[src/rtl/led_sequencer_pkg.sv]
// Shared types for the LED sequencer.
// Holds the state enum and its encodings.
package led_sequencer_pkg;

  typedef enum logic [1:0] {
    ST_IDLE  = 2'd0,
    ST_SHOW  = 2'd1,
    ST_DWELL = 2'd2,
    ST_DONE  = 2'd3
  } state_e;

endpackage

[src/rtl/led_sequencer_dwell_timer.sv]
// Dwell timer: counts cycles while clear is low and flags the last cycle.
// Ports:
//   clk, rst  clock and asynchronous active-high reset
//   clear     holds the counter at zero
//   expired   high during the DWELL_CYCLES-th counted cycle
module dwell_timer #(
  parameter int unsigned DWELL_CYCLES = 50000000
) (
  input  logic clk,
  input  logic rst,
  input  logic clear,
  output logic expired
);

  localparam int unsigned TW = (DWELL_CYCLES < 2) ? 1 : $clog2(DWELL_CYCLES);

  logic [TW-1:0] cnt_q, cnt_d;

  assign expired = !clear && (cnt_q == TW'(DWELL_CYCLES - 1));

  // Next count: restart on clear or on the final cycle.
  always_comb begin
    cnt_d = cnt_q;
    if (clear || expired) begin
      cnt_d = '0;
    end else begin
      cnt_d = cnt_q + TW'(1);
    end
  end

  always_ff @(posedge clk or posedge rst) begin
    if (rst) begin
      cnt_q <= '0;
    end else begin
      cnt_q <= cnt_d;
    end
  end

endmodule

[src/rtl/led_sequencer.sv]
// LED sequencer: buffers bytes while idle, then on start replays them to an
// LED latch, one load pulse per byte followed by a dwell period.
// Ports:
//   clk, rst     clock and asynchronous active-high reset
//   wr_en/wr_data  buffer one byte per cycle while idle and not full
//   start, abort   begin a pass / return to idle (abort wins)
//   led_enabled    single-cycle load pulse; byte_out valid with it
//   busy, full, done  status; done pulses once when a pass completes
// Build option: LED_SEQUENCER_LOOP_EN makes the pass repeat until abort.
module led_sequencer
  import led_sequencer_pkg::*;
#(
  parameter int unsigned DEPTH        = 8,
  parameter int unsigned DWELL_CYCLES = 50000000
) (
  input  logic       clk,
  input  logic       rst,
  input  logic       wr_en,
  input  logic [7:0] wr_data,
  input  logic       start,
  input  logic       abort,
  output logic       led_enabled,
  output logic [7:0] byte_out,
  output logic       busy,
  output logic       full,
  output logic       done
);

  localparam int unsigned AW = $clog2(DEPTH);
  localparam int unsigned CW = AW + 1;

  state_e        state_q, state_d;
  logic [CW-1:0] count_q, count_d;
  logic [AW-1:0] wr_ptr_q, wr_ptr_d;
  logic [AW-1:0] rd_ptr_q, rd_ptr_d;
  logic          led_enabled_q, led_enabled_d;
  logic [7:0]    byte_out_q, byte_out_d;
  logic          busy_q, busy_d;
  logic          full_q, full_d;
  logic          done_q, done_d;
  logic          wr_fire;
  logic          expired;
  logic [7:0]    mem_q [DEPTH];

  dwell_timer #(
    .DWELL_CYCLES(DWELL_CYCLES)
  ) u_dwell_timer (
    .clk    (clk),
    .rst    (rst),
    .clear  (state_q != ST_DWELL),
    .expired(expired)
  );

  // Next state, pointers and registered outputs (derived from the next state).
  always_comb begin
    state_d  = state_q;
    count_d  = count_q;
    wr_ptr_d = wr_ptr_q;
    rd_ptr_d = rd_ptr_q;
    wr_fire  = 1'b0;

    unique case (state_q)
      ST_IDLE: begin
        if (wr_en && (count_q < CW'(DEPTH))) begin
          wr_fire  = 1'b1;
          wr_ptr_d = wr_ptr_q + AW'(1);
          count_d  = count_q + CW'(1);
        end
        if (start && !abort && (count_q != '0)) begin
          state_d  = ST_SHOW;
          rd_ptr_d = '0;
        end
      end
      ST_SHOW: begin
        state_d = abort ? ST_IDLE : ST_DWELL;
      end
      ST_DWELL: begin
        if (abort) begin
          state_d = ST_IDLE;
        end else if (expired) begin
          if ((CW'(rd_ptr_q) + CW'(1)) < count_q) begin
            rd_ptr_d = rd_ptr_q + AW'(1);
            state_d  = ST_SHOW;
          end else begin
`ifdef LED_SEQUENCER_LOOP_EN
            rd_ptr_d = '0;
            state_d  = ST_SHOW;
`else
            state_d  = ST_DONE;
`endif
          end
        end
      end
      ST_DONE: begin
        state_d  = ST_IDLE;
        count_d  = '0;
        wr_ptr_d = '0;
      end
      default: state_d = ST_IDLE;
    endcase

    led_enabled_d = (state_d == ST_SHOW);
    byte_out_d    = (state_d == ST_SHOW) ? mem_q[rd_ptr_d] : byte_out_q;
    busy_d        = (state_d != ST_IDLE);
    full_d        = (count_d == CW'(DEPTH));
    done_d        = (state_d == ST_DONE);
  end

  always_ff @(posedge clk or posedge rst) begin
    if (rst) begin
      state_q       <= ST_IDLE;
      count_q       <= '0;
      wr_ptr_q      <= '0;
      rd_ptr_q      <= '0;
      led_enabled_q <= 1'b0;
      byte_out_q    <= '0;
      busy_q        <= 1'b0;
      full_q        <= 1'b0;
      done_q        <= 1'b0;
    end else begin
      state_q       <= state_d;
      count_q       <= count_d;
      wr_ptr_q      <= wr_ptr_d;
      rd_ptr_q      <= rd_ptr_d;
      led_enabled_q <= led_enabled_d;
      byte_out_q    <= byte_out_d;
      busy_q        <= busy_d;
      full_q        <= full_d;
      done_q        <= done_d;
    end
  end

  // Buffer storage keeps its contents across reset.
  always_ff @(posedge clk) begin
    if (wr_fire) begin
      mem_q[wr_ptr_q] <= wr_data;
    end
  end

  assign led_enabled = led_enabled_q;
  assign byte_out    = byte_out_q;
  assign busy        = busy_q;
  assign full        = full_q;
  assign done        = done_q;

endmodule

[config.mk]
export PLATFORM = sky130hd
export DESIGN_NAME = led_sequencer
export DESIGN_NICKNAME = d
export VERILOG_FILES = /design/src/rtl/led_sequencer_pkg.sv /design/src/rtl/led_sequencer_dwell_timer.sv /design/src/rtl/led_sequencer.sv
export SDC_FILE = /design/constraint.sdc
export NUM_CORES = 1
export LEC_CHECK = 0
export ABC_AREA = 1
export ABC_CLOCK_PERIOD_IN_PS = 4100
export CORE_ASPECT_RATIO = 1.5
export CORE_MARGIN = 10
export CORE_UTILIZATION = 40
export DETAILED_ROUTE_END_ITERATION = 12
export GPL_TIMING_DRIVEN = 0
export PLACE_DENSITY_LB_ADDON = 0.2
export SKIP_CTS_REPAIR_TIMING = 1
export SLEW_MARGIN = 40
export SYNTH_ARGS = -nofsm -noshare
export SYNTH_HDL_FRONTEND = slang
export SYNTH_SLANG_ARGS = --single-unit
[constraint.sdc]
create_clock -name clk -period 4.1 [get_ports clk]
set_input_delay 0.615 -clock clk [delete_from_list [all_inputs] [get_ports clk]]
set_output_delay 0.615 -clock clk [all_outputs]
set_load 0.05 [all_outputs]
==> results of run 1 <==
## sequential cells by signal (all words and copies together) (netlist names), 2 cells and up
name / flops
u_dwell_timer.cnt_q: 26
mem_q: 64
wr_ptr_q: 3
count_q: 4
state_q: 2
byte_out: 8
rd_ptr_q: 3
## power by group through the flow
stage                     Combinational (mW)  Clock, mW  Sequential [mW]
after floorplan                         1.48          0             1.68
final                                   2.27       1.55             1.52
after detailed placement                2.27          0             1.54
after CTS                               2.29       1.57             1.52
after global routing                    2.53       1.63             1.54
after global placement                  2.21          0             1.54
## metal layers
metal | up-vias | wire [um] | GRT usage [%]
met5 | - | 0 | 0
met4 | 0 | 434 | 7.50
met3 | 31 | 479 | 3.54
met2 | 101 | 6960 | 25.4
met1 | 1996 | 5110 | 15.3
li1 | 2053 | - | -
## layout by cell type (no fill, tap or decap), drive strengths merged, types with 3 or more instances in the layout
master / n
a31oi: 3
xor2: 3
bufinv: 4
o21a: 4
ha: 12
clkbuf: 27
nor3: 16
a21oi: 20
o21ai: 16
clkinv: 4
clkdlybuf4s50: 24
nor2: 56
inv: 116
nand2: 109
nand3: 94
edfxtp: 64
nand4: 7
buf: 10
dfrtp: 50
nand3b: 9
## kinds of logic after synthesis
family,synth area share (%)
compound gates,5.14
flops,56.1
fa+ha+maj,2.66
xor+xnor,0.620
buf+inv,9.58
simple gates,25.9
## how the worst min path moves through the flow
| stage | start | endpoint | slack [ps] | cells past startpoint |
|---|---|---|---|---|
| 4_1_cts | rst | state_q[1] | 470 | 2 |
| 5_1_grt | rst | wr_ptr_q[1] | 490 | 2 |
| 2_1_floorplan | u_dwell_timer.cnt_q[0] | u_dwell_timer.cnt_q[0] | 430 | 1 |
| 3_3_place_gp | u_dwell_timer.cnt_q[0] | u_dwell_timer.cnt_q[0] | 460 | 1 |
| 3_5_place_dp | byte_out[2] | byte_out[2] | 470 | 2 |
| 6_report | rst | state_q[0] | 460 | 2 |
## stage by stage
step | setup slack, ps | power (mW) | hold slack [ps]
after floorplan | 1670 | 3.17 | 432
after global placement | 1190 | 3.74 | 455
after detailed placement | 1160 | 3.81 | 471
after CTS | 1130 | 5.37 | 466
after global routing | 958 | 5.69 | 489
final | 1140 | 5.34 | 465
## critical path, delay by kind of cell, from the launching register on
family                   cells  cell delay (ps)
AND/OR/NAND/NOR             13             1340
adder cells (fa/ha/maj)      2              500
flip-flops                   1              460
buffers and inverters        3              380
XOR/XNOR                     1              140
## cell type report
class                      instances  area (um^2)
clock buffer                      22          464
tap                              165          206
multi-input combinational        358         1950
timing repair buffer              25          260
buffer                            14          104
clock inverter                    10          159
sequential                       114         3170
fill                            1290         7170
inverter                         116          440
==> results.sh, run 1 <==
export IMPL_status="complete, no violations"
export IMPL_hold_class="input pin to asynchronous set/reset pin"
export IMPL_synth_area_leader_cell="edfxtp_1"
export IMPL_synth_area_leaders="edfxtp_1 (34%), dfrtp_1 (22%), nand3_1 (7.8%), inv_1 (7.2%), nand2_1 (6.8%)"
export IMPL_setup_viol=0
export IMPL_vdd_drop_max_v=0.000461
export IMPL_die_h_um=166
export IMPL_syn_inst=602
export IMPL_synth_seq_cells=114
export IMPL_endpoint_kind="flip-flop"
export IMPL_cts_buffers=17
export IMPL_fp_row_count=53
export IMPL_syn_nets=627
export IMPL_crit_path_frequent_cell="nand2_1"
export IMPL_core_area_mm2=0.0139
export IMPL_drv_cap=0
export IMPL_clk_path_buf_depth=2
export IMPL_pwr_share_clk_pct=29.0
export IMPL_antenna_found_initial=0
export IMPL_fin_area_mm2=0.00675
export IMPL_drt_wl_total_um=13000
export IMPL_grt_pass1_wl_um=21200
export IMPL_p_per_area_mw_per_mm2=790
export IMPL_ys_flop_type="edfxtp_1"
export IMPL_slew_headroom_pct=46.8
export IMPL_first_global_vias=4227
export IMPL_criticalPathCategory="flip-flop to flip-flop"
export IMPL_crit_end="byte_out[2]"
export IMPL_power_switching_mw=2.13
export IMPL_path_max_fanout=10
export IMPL_worst_ep_required_time_ps=4390
export IMPL_synth_most_common_cell="inv_1"
export IMPL_drtIter0Drc=326
export IMPL_internal_power_mw=3.20
export IMPL_slowest_stage="dfrtp_1"
export IMPL_htree_levels=4
export IMPL_cts_tree="yes"
export IMPL_clock_sink_count=114
export IMPL_setup_tns_ps=0
export IMPL_yosys_top_cells_count="inv_1 (109), nand2_1 (103), nand3_1 (88)"
export IMPL_async_flop_share_pct=43.9
export IMPL_fin_crit_ps=2960
export IMPL_routedWlPerCell_um=15.8
export IMPL_root_buffer="clkbuf_16"
export IMPL_final_cells=824
export IMPL_diodes=0
export IMPL_avgSynthCellArea_um2=9.39
export IMPL_seq_area_frac_synth_pct=56.1
export IMPL_drive_above_1_share_pct=12.3
export IMPL_pwr_share_seq_pct=28.5
export IMPL_rr_worst_depth=19
export IMPL_period_share_pct=72.1
export IMPL_ys_types=40
export IMPL_r2r_start="rd_ptr_q[1]"
export IMPL_synthDominantCellAreaShare_pct=34.0
export IMPL_synth_edf_count=64
export IMPL_dpl_hpwl_um=9190
export IMPL_synth_yosys_warnings=0
export IMPL_drt_first_pass_iters=5
export IMPL_num_io_pins=25
export IMPL_grt_max_degree=40
export IMPL_vias_per_cell=5.07
export IMPL_vias=4181
export IMPL_fin_util_pct=48.5
export IMPL_place_inst=792
export IMPL_leakage_nw=2.95
export IMPL_ant_nets=0
export IMPL_drcViolationCount=0
export IMPL_die_x_um=117
export IMPL_tightestPinTransition_ps=794
export IMPL_grt_setup_unrepaired="no"
export IMPL_clk_pin_slew_ps=50
export IMPL_initial_core_util_pct=40.6
export IMPL_syn_to_final_growth_pct=19.5
export IMPL_synthesis_area_mm2=0.00565
export IMPL_slew_violations=0
export IMPL_grtUsageTotal_pct=14.4
export IMPL_hold_violations=0
export IMPL_clk_latency_ps=410
export IMPL_power_frac_comb_pct=42.5
export IMPL_grt_ovfl_total=0
export IMPL_fmax_ghz=0.338
export IMPL_cp_startpoint="rd_ptr_q[1]"
export IMPL_crit_arrival_ps=3250
export IMPL_p_sw_share_pct=40.0
export IMPL_finalNetCount=671
export IMPL_clock_skew_ps=10.2
export IMPL_crit_chain="ha_1 > xnor2_1 > inv_1 > ha_1 > nand2_1 > inv_1 > nand2_1 > nand2_1 > nor2_4 > nand3_2 > nand2_1 > nand3_2 > nand2_2 > buf_2 > nand3_1 > nand3_1 > nand3_1 > nand3_1 > nand2_1"
export IMPL_slowest_delay_ps=460
export IMPL_numPortBuffers=24
export IMPL_place_congestion=0.871
export IMPL_crit_path_start_kind="flip-flop"
export IMPL_post_dp_cell_area_mm2=0.00612
export IMPL_r2r_setup_slack_ps=1140
export IMPL_worstReg2RegEnd="byte_out[2]"
export IMPL_die_area_mm2=0.0194
No activity file was read; power rests on OpenSTA's default activity.
==> run 2, diff against run 1 <==
- ABC_CLOCK_PERIOD_IN_PS: 4100 -> 2600
- clock period: 4.1 -> 2.6 ns (I/O delays scaled with it)
==> results.sh, run 2 (synthesis gave the netlist of run 1 again) <==
export IMPL_status="complete, but fails checks"
export IMPL_violations="negative setup slack"
export IMPL_htree_levels=4
export IMPL_initial_core_util_pct=40.6
export IMPL_leakage_nw=3.06
export IMPL_whs_ps=244
export IMPL_hold_violations=0
export IMPL_grtUsageTotal_pct=14.4
export IMPL_crit_arrival_ps=3080
export IMPL_final_cell_mix="inv_1 (107), nand2_1 (97), nand3_1 (66), edfxtp_1 (64), dfrtp_1 (48)"
export IMPL_die_area_mm2=0.0194
export IMPL_setup_tns_ps=-939
export IMPL_crit_chain="buf_4 > inv_1 > nor3_1 > ha_1 > a21oi_1 > nand2_2 > nor2_4 > nand3_4 > nand2_2 > nand3_4 > nand2_8 > nand2_8 > clkbuf_16 > nand2_1 > nand3_2 > nand3_2 > nand3_2 > nand2_1"
export IMPL_routedWlPerCell_um=16.0
export IMPL_syn_to_final_growth_pct=25.9
export IMPL_numPortBuffers=24
export IMPL_clk_pin_slew_ps=50
export IMPL_drive_above_1_share_pct=18.9
export IMPL_wl_met1_um=5240
export IMPL_clk_path_buf_depth=2
export IMPL_drtIter0Drc=286
export IMPL_clk_latency_ps=410
export IMPL_grt_pass1_wl_um=21200
export IMPL_slowest_delay_ps=380
export IMPL_clock_sink_count=114
export IMPL_fmax_ghz=0.364
export IMPL_final_setup_worst_slack_ps=-144
export IMPL_path_max_fanout=8
export IMPL_root_buffer="clkbuf_16"
export IMPL_largest_register="mem_q"
export IMPL_num_io_pins=25
export IMPL_hold_class="input pin to asynchronous set/reset pin"
export IMPL_p_per_area_mw_per_mm2=1310
export IMPL_fp_row_count=53
export IMPL_antenna_found_initial=0
export IMPL_tightestPinTransition_ps=809
export IMPL_drt_first_pass_iters=4
export IMPL_endpoint_kind="flip-flop"
export IMPL_wl_met2_um=7210
export IMPL_grt_ovfl_total=0
export IMPL_vdd_drop_max_v=0.000662
export IMPL_setup_viol=8
export IMPL_die_x_um=117
export IMPL_die_h_um=166
export IMPL_criticalPathCategory="flip-flop to flip-flop"
export IMPL_ant_nets=0
export IMPL_grt_max_degree=40
export IMPL_period_share_pct=106
export IMPL_final_common_cell="inv_1"
export IMPL_top_layer_used="met4"
export IMPL_slew_headroom_pct=45.8
export IMPL_cts_buffers=17
export IMPL_clock_skew_ps=7.20
export IMPL_core_area_mm2=0.0139
export IMPL_total_power_mw=9.32
export IMPL_vias_per_cell=5.05
export IMPL_wl_met3_um=430
export IMPL_fin_crit_ps=2740
export IMPL_drcViolationCount=0
export IMPL_slowest_stage="dfrtp_2"
export IMPL_drv_cap=0
export IMPL_crit_path_start_kind="flip-flop"
export IMPL_first_global_vias=4227
export IMPL_slew_violations=0
export IMPL_place_congestion=0.871
export IMPL_grt_setup_unrepaired="yes"
export IMPL_diodes=0
export IMPL_crit_path_frequent_cell="nand3_2"
export IMPL_vias=4203
export IMPL_worst_ep_required_time_ps=2940
export IMPL_cts_tree="yes"
export IMPL_drt_wl_total_um=13300
export IMPL_dpl_hpwl_um=9190
export IMPL_largest_register_ffs=64
export IMPL_finalNetCount=680
==> run 2: changes by cell type in the layout (fill, tap and decap cells not counted), moves of 3 or more <==
cell / delta
buf_4: +4
buf_8: +4
clkbuf_16: +3
nand2_1: -6
nand2_2: +5
nand3_1: -22
nand3_2: +20
==> run 2: power breakdown <==
| part | switching, mW | internal [mW] |
|---|---|---|
| Sequential | 0.157 | 2.24 |
| Combinational | 2.76 | 1.73 |
| Clock | 0.787 | 1.65 |
| Total | 3.71 | 5.61 |
==> run 2: through the flow <==
step	utilization, %	cell area [um^2]	setup WS [ps]	cells
6_report	51.1	7120	-144	833
5_1_grt	51.1	7120	-322	833
4_1_cts	48.5	6750	-367	824
3_5_place_dp	44.0	6120	-339	792
3_3_place_gp	43.8	6100	-252	791
2_1_floorplan	-	5650	168	602
==> run 2: final cells by class <==
type | count | area, um^2
Buffer | 14 | 135
Clock buffer | 22 | 464
Clock inverter | 10 | 159
Fill cell | 1244 | 6810
Inverter | 116 | 443
Multi-Input combinational cell | 358 | 2140
Sequential cell | 114 | 3180
Tap cell | 165 | 206
Timing Repair Buffer | 34 | 393
==> run 2: worst paths after layout <==
| check | start | endpoint | slack, ps | depth (start not counted) |
|---|---|---|---|---|
| worst max-delay path | rd_ptr_q[0] | byte_out[4] | -140 | 18 |
| min in group clk | u_dwell_timer.cnt_q[0] | u_dwell_timer.cnt_q[0] | 470 | 1 |
| worst min-delay path | rst | state_q[0] | 240 | 2 |
| max in group asynchronous | rst | rd_ptr_q[0] | 1890 | 3 |
| worst max register to register | rd_ptr_q[0] | byte_out[4] | -140 | 18 |
| worst min register to register | u_dwell_timer.cnt_q[0] | u_dwell_timer.cnt_q[0] | 470 | 1 |
==> run 2: per-layer routing <==
layer	vias up	global-route usage [%]
met2	88	25.4
met4	0	7.50
met3	32	3.54
met5	-	0
met1	2012	15.3
li1	2071	-
==> run 2: worst max-delay path: cells and delay by family, from the launching register on <==
family | cells | cell delay [ps]
compound gates | 1 | 160
fa+ha+maj | 1 | 290
simple gates | 13 | 1430
buf+inv | 3 | 400
flops | 1 | 380
==> run 3, diff against run 2 <==
- CTS_CLUSTER_SIZE: unset -> 24
- SETUP_SLACK_MARGIN: unset -> 0.05
==> results.sh, run 3 (synthesis gave the netlist of run 1 again) <==
export IMPL_drv_cap=0
export IMPL_cts_buffers=17
export IMPL_worst_ep_required_time_ps=2940
export IMPL_cts_tree="yes"
export IMPL_drt_first_pass_iters=4
export IMPL_finalNetCount=680
export IMPL_die_h_um=166
export IMPL_rr_worst_depth=18
export IMPL_slew_headroom_pct=52.8
export IMPL_period_share_pct=106
export IMPL_endpoint_kind="flip-flop"
export IMPL_status="complete, but fails checks"
export IMPL_path_max_fanout=8
export IMPL_final_common_cell="inv_1"
export IMPL_ant_nets=0
export IMPL_crit_path_start_kind="flip-flop"
export IMPL_final_cell_mix="inv_1 (107), nand2_1 (97), nand3_1 (66), edfxtp_1 (64), dfrtp_1 (48)"
export IMPL_die_area_mm2=0.0194
export IMPL_drtIter0Drc=274
export IMPL_crit_arrival_ps=3090
export IMPL_fin_area_mm2=0.00713
export IMPL_crit_family="simple AND/OR/NAND/NOR gates"
export IMPL_clk_pin_slew_ps=50
export IMPL_fillerInstances=1241
export IMPL_drcViolationCount=0
export IMPL_fmax_ghz=0.363
export IMPL_largest_register="mem_q"
export IMPL_num_io_pins=25
export IMPL_drt_wl_total_um=13300
export IMPL_multi_input_area_mm2=0.00215
export IMPL_clock_sink_count=114
export IMPL_routedWlPerCell_um=15.9
export IMPL_final_setup_worst_slack_ps=-152
export IMPL_p_per_area_mw_per_mm2=1310
export IMPL_largest_register_ffs=64
export IMPL_clk_path_buf_depth=2
export IMPL_grtUsageTotal_pct=14.4
export IMPL_first_global_vias=4227
export IMPL_grt_ovfl_total=0
export IMPL_leakage_nw=3.05
export IMPL_hold_class="input pin to asynchronous set/reset pin"
export IMPL_grt_max_degree=40
export IMPL_fin_crit_ps=2750
export IMPL_r2r_setup_slack_ps=-150
export IMPL_tightestPinTransition_ps=704
export IMPL_grt_pass1_wl_um=21200
export IMPL_diodes=0
export IMPL_slowest_delay_ps=380
export IMPL_clock_skew_ps=6.45
export IMPL_vdd_drop_max_v=0.000676
export IMPL_vias_per_cell=5.06
export IMPL_drive_above_1_share_pct=19.3
export IMPL_critPathBufInv=3
export IMPL_post_dp_cell_area_mm2=0.00612
export IMPL_vias=4215
export IMPL_setup_viol=8
export IMPL_die_x_um=117
export IMPL_r2r_start="rd_ptr_q[0]"
export IMPL_grt_setup_unrepaired="yes"
export IMPL_violations="negative setup slack"
export IMPL_dp_slack_ps=-339
export IMPL_numPortBuffers=24
export IMPL_place_congestion=0.871
export IMPL_criticalPathCategory="flip-flop to flip-flop"
export IMPL_syn_to_final_growth_pct=26.1
export IMPL_core_area_mm2=0.0139
export IMPL_seqCellArea_mm2=0.00318
export IMPL_clk_latency_ps=410
export IMPL_root_buffer="clkbuf_16"
export IMPL_fp_row_count=53
export IMPL_antenna_found_initial=0
export IMPL_worstReg2RegEnd="byte_out[4]"
export IMPL_initial_core_util_pct=40.6
export IMPL_slowest_stage="dfrtp_2"
export IMPL_crit_chain="buf_4 > inv_1 > nor3_1 > ha_1 > a21oi_1 > nand2_2 > nor2_4 > nand3_4 > nand2_2 > nand3_4 > nand2_8 > nand2_8 > clkbuf_16 > nand2_1 > nand3_2 > nand3_2 > nand3_2 > nand2_1"
export IMPL_slew_violations=0
export IMPL_hold_violations=0
export IMPL_dpl_hpwl_um=9190
export IMPL_crit_path_frequent_cell="nand3_2"
export IMPL_htree_levels=4
-- run 3: report_power, final --
group	total [mW]	switching [mW]	internal, mW
clock network	2.44	0.793	1.65
registers	2.39	0.156	2.24
logic	4.50	2.77	1.73
total	9.34	3.72	5.61
-- run 3: metal layers --
| metal | share of wire [%] | GRT usage [%] | up-vias | wire (um) |
|---|---|---|---|---|
| li1 | - | - | 2073 | - |
| met5 | 0 | 0 | - | 0 |
| met3 | 3.9 | 3.54 | 34 | 512 |
| met4 | 3.0 | 7.50 | 0 | 393 |
| met2 | 55 | 25.4 | 89 | 7260 |
| met1 | 38 | 15.3 | 2019 | 5100 |
-- run 3: how the worst max path moves through the flow --
stage,start,end,slack [ps],depth (start not counted)
floorplan,rd_ptr_q[1],byte_out[1],170,19
CTS,rd_ptr_q[1],byte_out[2],-370,19
detailed placement,rd_ptr_q[1],byte_out[2],-340,19
global route,rd_ptr_q[0],byte_out[2],-320,18
global placement,rd_ptr_q[0],byte_out[1],-250,19
finish,rd_ptr_q[0],byte_out[4],-150,18
-- run 3: area by class of cell --
type | instances | area share [%]
clock inverters | 10 | 2.23
inverters | 116 | 6.21
well taps | 165 | 2.90
multi-input cells | 358 | 30.2
clock buffers | 22 | 6.51
repair buffers | 34 | 5.51
flip-flops and latches | 114 | 44.6
plain buffers | 14 | 1.90
-- run 3: metrics by stage --
step	total power, mW	utilization, %	setup TNS [ps]	std cells	hold WS [ps]
final	9.34	51.2	-991	833	242
after global routing	9.89	51.2	-2460	833	264
after floorplan	4.99	-	0	602	432
after detailed placement	6.01	44.0	-2330	792	471
after CTS	8.47	48.5	-2590	824	241
after global placement	5.90	43.8	-3780	791	455
==> patch 1 (flow settings as in run 1) <==
Encoding of `state_e`: now one-hot (4 bits for 4 states).
--- a/src/rtl/led_sequencer_pkg.sv
+++ b/src/rtl/led_sequencer_pkg.sv
@@ -3,9 +3,9 @@
 package led_sequencer_pkg;
 
-  typedef enum logic [1:0] {
-    ST_IDLE  = 2'd0,
-    ST_SHOW  = 2'd1,
-    ST_DWELL = 2'd2,
-    ST_DONE  = 2'd3
+  typedef enum logic [3:0] {
+    ST_IDLE  = 4'b0001,
+    ST_SHOW  = 4'b0010,
+    ST_DWELL = 4'b0100,
+    ST_DONE  = 4'b1000
   } state_e;
 
Formal check against the unedited RTL: no difference found for any inputs over 10 cycles, from zero or initial values and one cycle with rst high; not proved beyond that.
==> patch 1 against run 1 <==
Sequential cell count up 2; global-route usage fell by 0.37 points; wire length is 3.2% lower; synthesized area decreased by 0.80%; cell area grew 0.44%; core utilization increased by 1.4 points; setup slack improved by 0.043 ns; critical path type unchanged; critical endpoint is now byte_out[1]$_DFFE_PP0N_.
Power is not compared: it rests on default switching activity, and its combinational part moved more than twofold at a synthesized area within 25%.
==> patch 1: results (changes against run 1) <==
<table>
<tr><th>Metric</th><th>Value</th></tr>
<tr><th colspan="2">Logic synthesis</th></tr>
<tr><td>Area fraction in compound gates after synthesis</td><td>3.73% (-1.4 points)</td></tr>
<tr><td>Number of nets in the synthesized netlist</td><td>617 (-1.6%)</td></tr>
<tr><td>Most instantiated cells after synthesis</td><td>nand2_1, inv_1, nand3_1</td></tr>
<tr><td>Sequential fraction of the synthesis area</td><td>57.5% (+1.4 points)</td></tr>
<tr><td>Async SR Flop Fraction</td><td>44.8% (+0.97 points)</td></tr>
<tr><td>Post-synthesis adder-cell area fraction</td><td>1.78% (-0.87 points)</td></tr>
<tr><td>Largest cells by area after synthesis</td><td>edfxtp_1, dfrtp_1, nand3_1</td></tr>
<tr><th colspan="2">Critical path</th></tr>
<tr><td>CP Data Arrival Time</td><td>3.21 ns (-0.04 ns)</td></tr>
<tr><td>Highest fanout seen on the critical path</td><td>9 (-1)</td></tr>
<tr><th colspan="2">Global route</th></tr>
<tr><td>Global-route total usage across every layer</td><td>14.0% (-0.37 points)</td></tr>
<tr><td>Vias in the first global route</td><td>4176 (-1.2%)</td></tr>
<tr><td>Global-route wire length before repair</td><td>20600 µm (-2.9%)</td></tr>
<tr><th colspan="2">Pwr</th></tr>
<tr><td>Static leakage power</td><td>between 2 and 3 nW</td></tr>
<tr><th colspan="2">Detailed routing</th></tr>
<tr><td>Routed length per instance</td><td>15.4 µm (-2.6%)</td></tr>
<tr><td>Starting DRC count in detailed routing</td><td>279 (-14%)</td></tr>
<tr><th colspan="2">Min path</th></tr>
<tr><td>HP Class</td><td>reg2reg</td></tr>
<tr><th colspan="2">Final layout</th></tr>
<tr><td>Final std cells w/o fill</td><td>819 (-0.61%)</td></tr>
<tr><td>Share of final-layout standard cells stronger than drive strength 1</td><td>14.9% (+2.6 points)</td></tr>
<tr><td>Synth-to-Final Area Change</td><td>21.0%</td></tr>
<tr><td>Fillers</td><td>1245 (-3.5%)</td></tr>
<tr><td>Number of nets in the final layout</td><td>665 (-0.89%)</td></tr>
<tr><th colspan="2">STA</th></tr>
<tr><td>Slew at the pin closest to its max-slew limit</td><td>0.782 ns (-0.0127 ns)</td></tr>
<tr><td>Post-Route Skew</td><td>0.00829 ns (-0.00190 ns)</td></tr>
<tr><th colspan="2">Placement</th></tr>
<tr><td>Pre-CTS setup slack</td><td>1.17 ns (+0.00997 ns)</td></tr>
<tr><td>Placement Cell Area</td><td>6140 µm² (+0.27%)</td></tr>
<tr><td>Post-DP HPWL</td><td>9080 µm (-1.2%)</td></tr>
<tr><td>Post-placement cell count</td><td>787 (-0.63%)</td></tr>
<tr><td>Routability cong.</td><td>0.838 (-3.8%)</td></tr>
<tr><th colspan="2">Status</th></tr>
<tr><td>Status</td><td>completed</td></tr>
</table>
patch 1: cell types whose count changed after synthesis, sizes merged, moves of 2 or more:
| cell | before | now |
|---|---|---|
| o21a | 4 | 2 |
| nor3 | 16 | 20 |
| buf | 9 | 12 |
| a31oi | 3 | 1 |
| inv | 116 | 110 |
| nor4 | 1 | 3 |
| nand2 | 109 | 116 |
| ha | 12 | 8 |
| nand3 | 94 | 96 |
| o21ai | 16 | 11 |
| nor2 | 56 | 54 |
| clkbuf | 5 | 1 |
patch 1: worst paths after layout:
kind | startpoint | to | slack, ns | cells after the start
max in group asynchronous | rst | state_q[0]$_DFF_PP1_ | 3.04 | 3
worst min register to register | u_dwell_timer.cnt_q[0]$_DFF_PP0_ | u_dwell_timer.cnt_q[0]$_DFF_PP0_ | 0.48 | 1
worst min-delay path | u_dwell_timer.cnt_q[0]$_DFF_PP0_ | u_dwell_timer.cnt_q[0]$_DFF_PP0_ | 0.48 | 1
worst max-delay path | rd_ptr_q[0]$_DFF_PP0_ | byte_out[1]$_DFFE_PP0N_ | 1.19 | 16
worst max register to register | rd_ptr_q[0]$_DFF_PP0_ | byte_out[1]$_DFFE_PP0N_ | 1.19 | 16
min in group asynchronous | rst | u_dwell_timer.cnt_q[19]$_DFF_PP0_ | 0.52 | 2
patch 1: metal layers:
layer / part of all wire (%) / track usage [%]
met1: 39 / 14.6
met2: 55 / 25.5
met3: 3.5 / 3.63
met4: 2.5 / 6.43
met5: 0 / 0
patch 1: cell families (layout without fill, tap and decap cells):
| group | after synthesis | after routing |
|---|---|---|
| xor+xnor | 3 | 3 |
| buf+inv | 124 | 185 |
| flops | 116 | 116 |
| simple gates | 307 | 307 |
| fa+ha+maj | 8 | 8 |
| compound gates | 38 | 38 |
patch 1: final cells by class:
class	instances	share of cell area, %
multi-input combinational	356	28.1
tap	162	2.99
timing repair buffer	29	4.24
inverter	111	6.24
clock inverter	15	3.19
buffer	13	1.38
clock buffer	17	6.27
sequential	116	47.5
patch 1: power breakdown:
group | internal (mW) | switching, mW
combinational | 0.127 | 0.292
clock | 1.04 | 0.568
sequential | 1.29 | 0.0364
total | 2.45 | 0.897
patch 1: critical path, cell delays in order, from the launching register on:
cell,delay [ns]
dfrtp_1,0.46
ha_1,0.25
nor2_1,0.12
inv_1,0.08
nand2_1,0.07
inv_1,0.05
ha_1,0.26
nand2_1,0.06
a21oi_1,0.06
nor2_4,0.21
nand4_4,0.21
a21oi_1,0.18
nand3_1,0.08
nand2_1,0.27
nand3_1,0.21
nand3_1,0.16
nand2_1,0.06
==> patch 2 (config.mk and constraints of run 1) <==
Without the edit above. `DWELL_CYCLES` is set to 50000000 in 2 places; all go to 12500000.
--- a/src/rtl/led_sequencer_dwell_timer.sv
+++ b/src/rtl/led_sequencer_dwell_timer.sv
@@ -5,5 +5,5 @@
 //   expired   high during the DWELL_CYCLES-th counted cycle
 module dwell_timer #(
-  parameter int unsigned DWELL_CYCLES = 50000000
+  parameter int unsigned DWELL_CYCLES = 12500000
 ) (
   input  logic clk,
--- a/src/rtl/led_sequencer.sv
+++ b/src/rtl/led_sequencer.sv
@@ -12,5 +12,5 @@
 #(
   parameter int unsigned DEPTH        = 8,
-  parameter int unsigned DWELL_CYCLES = 50000000
+  parameter int unsigned DWELL_CYCLES = 12500000
 ) (
   input  logic       clk,
Behaviour: same outputs for any inputs over 10 cycles, from zero or initial values and one cycle with rst high; that may be too few to reach the edited logic, so the function may still have changed.
==> patch 2 against run 1 <==
Cell count decreased by 6.1%; clock skew decreased by 0.0023 ns; largest cell class unchanged; sequential cell count decreased by 2; synthesized area decreased by 2.2%; die area decreased by 1.9%; setup slack got worse by 0.070 ns; cell area decreased by 7.0%; wire length decreased by 9.4%.
Power is not compared: it rests on default switching activity, and its combinational part moved more than twofold at a synthesized area within 25%.
==> patch 2: results (changes against run 1) <==
<table>
<tr><th>Metric</th><th>Value</th></tr>
<tr><th colspan="2">Placement</th></tr>
<tr><td>Post-placement cell count</td><td>758 (-4.3%)</td></tr>
<tr><td>Post-DP HPWL</td><td>8920 µm (-3.0%)</td></tr>
<tr><td>Placement Cell Area</td><td>6000 µm² (-2.1%)</td></tr>
<tr><th colspan="2">Final layout</th></tr>
<tr><td>Final std cells w/o fill</td><td>774 (-6.1%)</td></tr>
<tr><td>Share of final-layout standard cells stronger than drive strength 1</td><td>11.6% (-0.69 points)</td></tr>
<tr><td>Register area</td><td>3120 µm² (-1.6%)</td></tr>
<tr><th colspan="2">Detailed routing</th></tr>
<tr><td>1st-pass router iterations</td><td>4 (-1)</td></tr>
<tr><td>Routed length per instance</td><td>15.2 µm (-3.5%)</td></tr>
<tr><th colspan="2">Critical path</th></tr>
<tr><td>Worst reg2reg endpoint</td><td>byte_out[3]$_DFFE_PP0P_</td></tr>
<tr><td>Largest delay share family, worst path</td><td>compound AO/OA/AOI/OAI gates</td></tr>
<tr><td>Slowest library cell on the worst path</td><td>o31ai_4</td></tr>
<tr><td>Critical Path Max Stage Delay</td><td>0.57 ns (+0.11 ns)</td></tr>
<tr><th colspan="2">Logic synthesis</th></tr>
<tr><td>Most instantiated cells after synthesis</td><td>inv_1, nand2_1, nand3_1</td></tr>
<tr><td>Number of nets in the synthesized netlist</td><td>596 (-4.9%)</td></tr>
<tr><td>Count of unique library cells instantiated by Yosys</td><td>43 (+7.5%)</td></tr>
<tr><td>Async SR Flop Fraction</td><td>42.9% (-1.0 points)</td></tr>
<tr><td>Instance count of the mapped netlist</td><td>571 (-5.1%)</td></tr>
<tr><td>Post-synthesis adder-cell area fraction</td><td>2.72% (+0.060 points)</td></tr>
<tr><th colspan="2">CTS</th></tr>
<tr><td>Post-CTS clock slew at the launch and capture registers of the worst setup and hold paths</td><td>0.07 ns (+0.02 ns)</td></tr>
<tr><td>CTS H-tree lvls</td><td>3 (-1)</td></tr>
<tr><td>Number of buffers inserted during clock tree synthesis</td><td>9 (-8)</td></tr>
<tr><th colspan="2">Global route</th></tr>
<tr><td>Global-route wire length before repair</td><td>19500 µm (-8.3%)</td></tr>
<tr><td>Largest net degree at the start of global routing</td><td>34 (-15%)</td></tr>
<tr><th colspan="2">STA</th></tr>
<tr><td>Post-Route Skew</td><td>0.00794 ns (-0.00225 ns)</td></tr>
<tr><th colspan="2">Status</th></tr>
<tr><td>Status</td><td>completed</td></tr>
</table>
-- patch 2: kinds of logic after synthesis --
| family | count (synthesis) |
|---|---|
| compound gates | 41 |
| xor+xnor | 6 |
| fa+ha+maj | 12 |
| buf+inv | 122 |
| flops | 112 |
| simple gates | 278 |
-- patch 2: report_power, final --
part	total (mW)	internal, mW	leakage, nW	switching, mW
clock	0.827	0.423	0.137	0.404
sequential	1.43	1.36	1.22	0.0733
combinational	1.06	0.333	1.27	0.726
total	3.32	2.12	2.63	1.20
-- patch 2: worst reg2reg max path, stage by stage, from the launching register on --
cell     delay (ns)
dfrtp_1        0.43
ha_1           0.21
xnor2_1        0.28
inv_1          0.10
ha_1           0.28
nand2_1        0.07
inv_1          0.03
a21oi_1        0.32
nand3_4        0.20
o31ai_4        0.57
inv_4          0.14
nand3_1        0.15
nand3_1        0.11
nand2_1        0.07
-- patch 2: cell type report --
cell class	instances	area share [%]
buffer	13	2.05
timing repair buffer	25	4.15
tap	162	3.23
inverter	109	6.68
sequential	112	49.7
clock buffer	10	3.65
multi-input combinational	337	29.7
clock inverter	6	0.817
-- patch 2: routing by layer --
layer  vias to the layer above  track usage [%]  wire (µm)
met1                      1806             14.7       4880
met4                         0             5.54        201
met2                        49             23.7       6440
met3                        12             2.26        242
met5                         -                0          0
li1                       1939                -          -
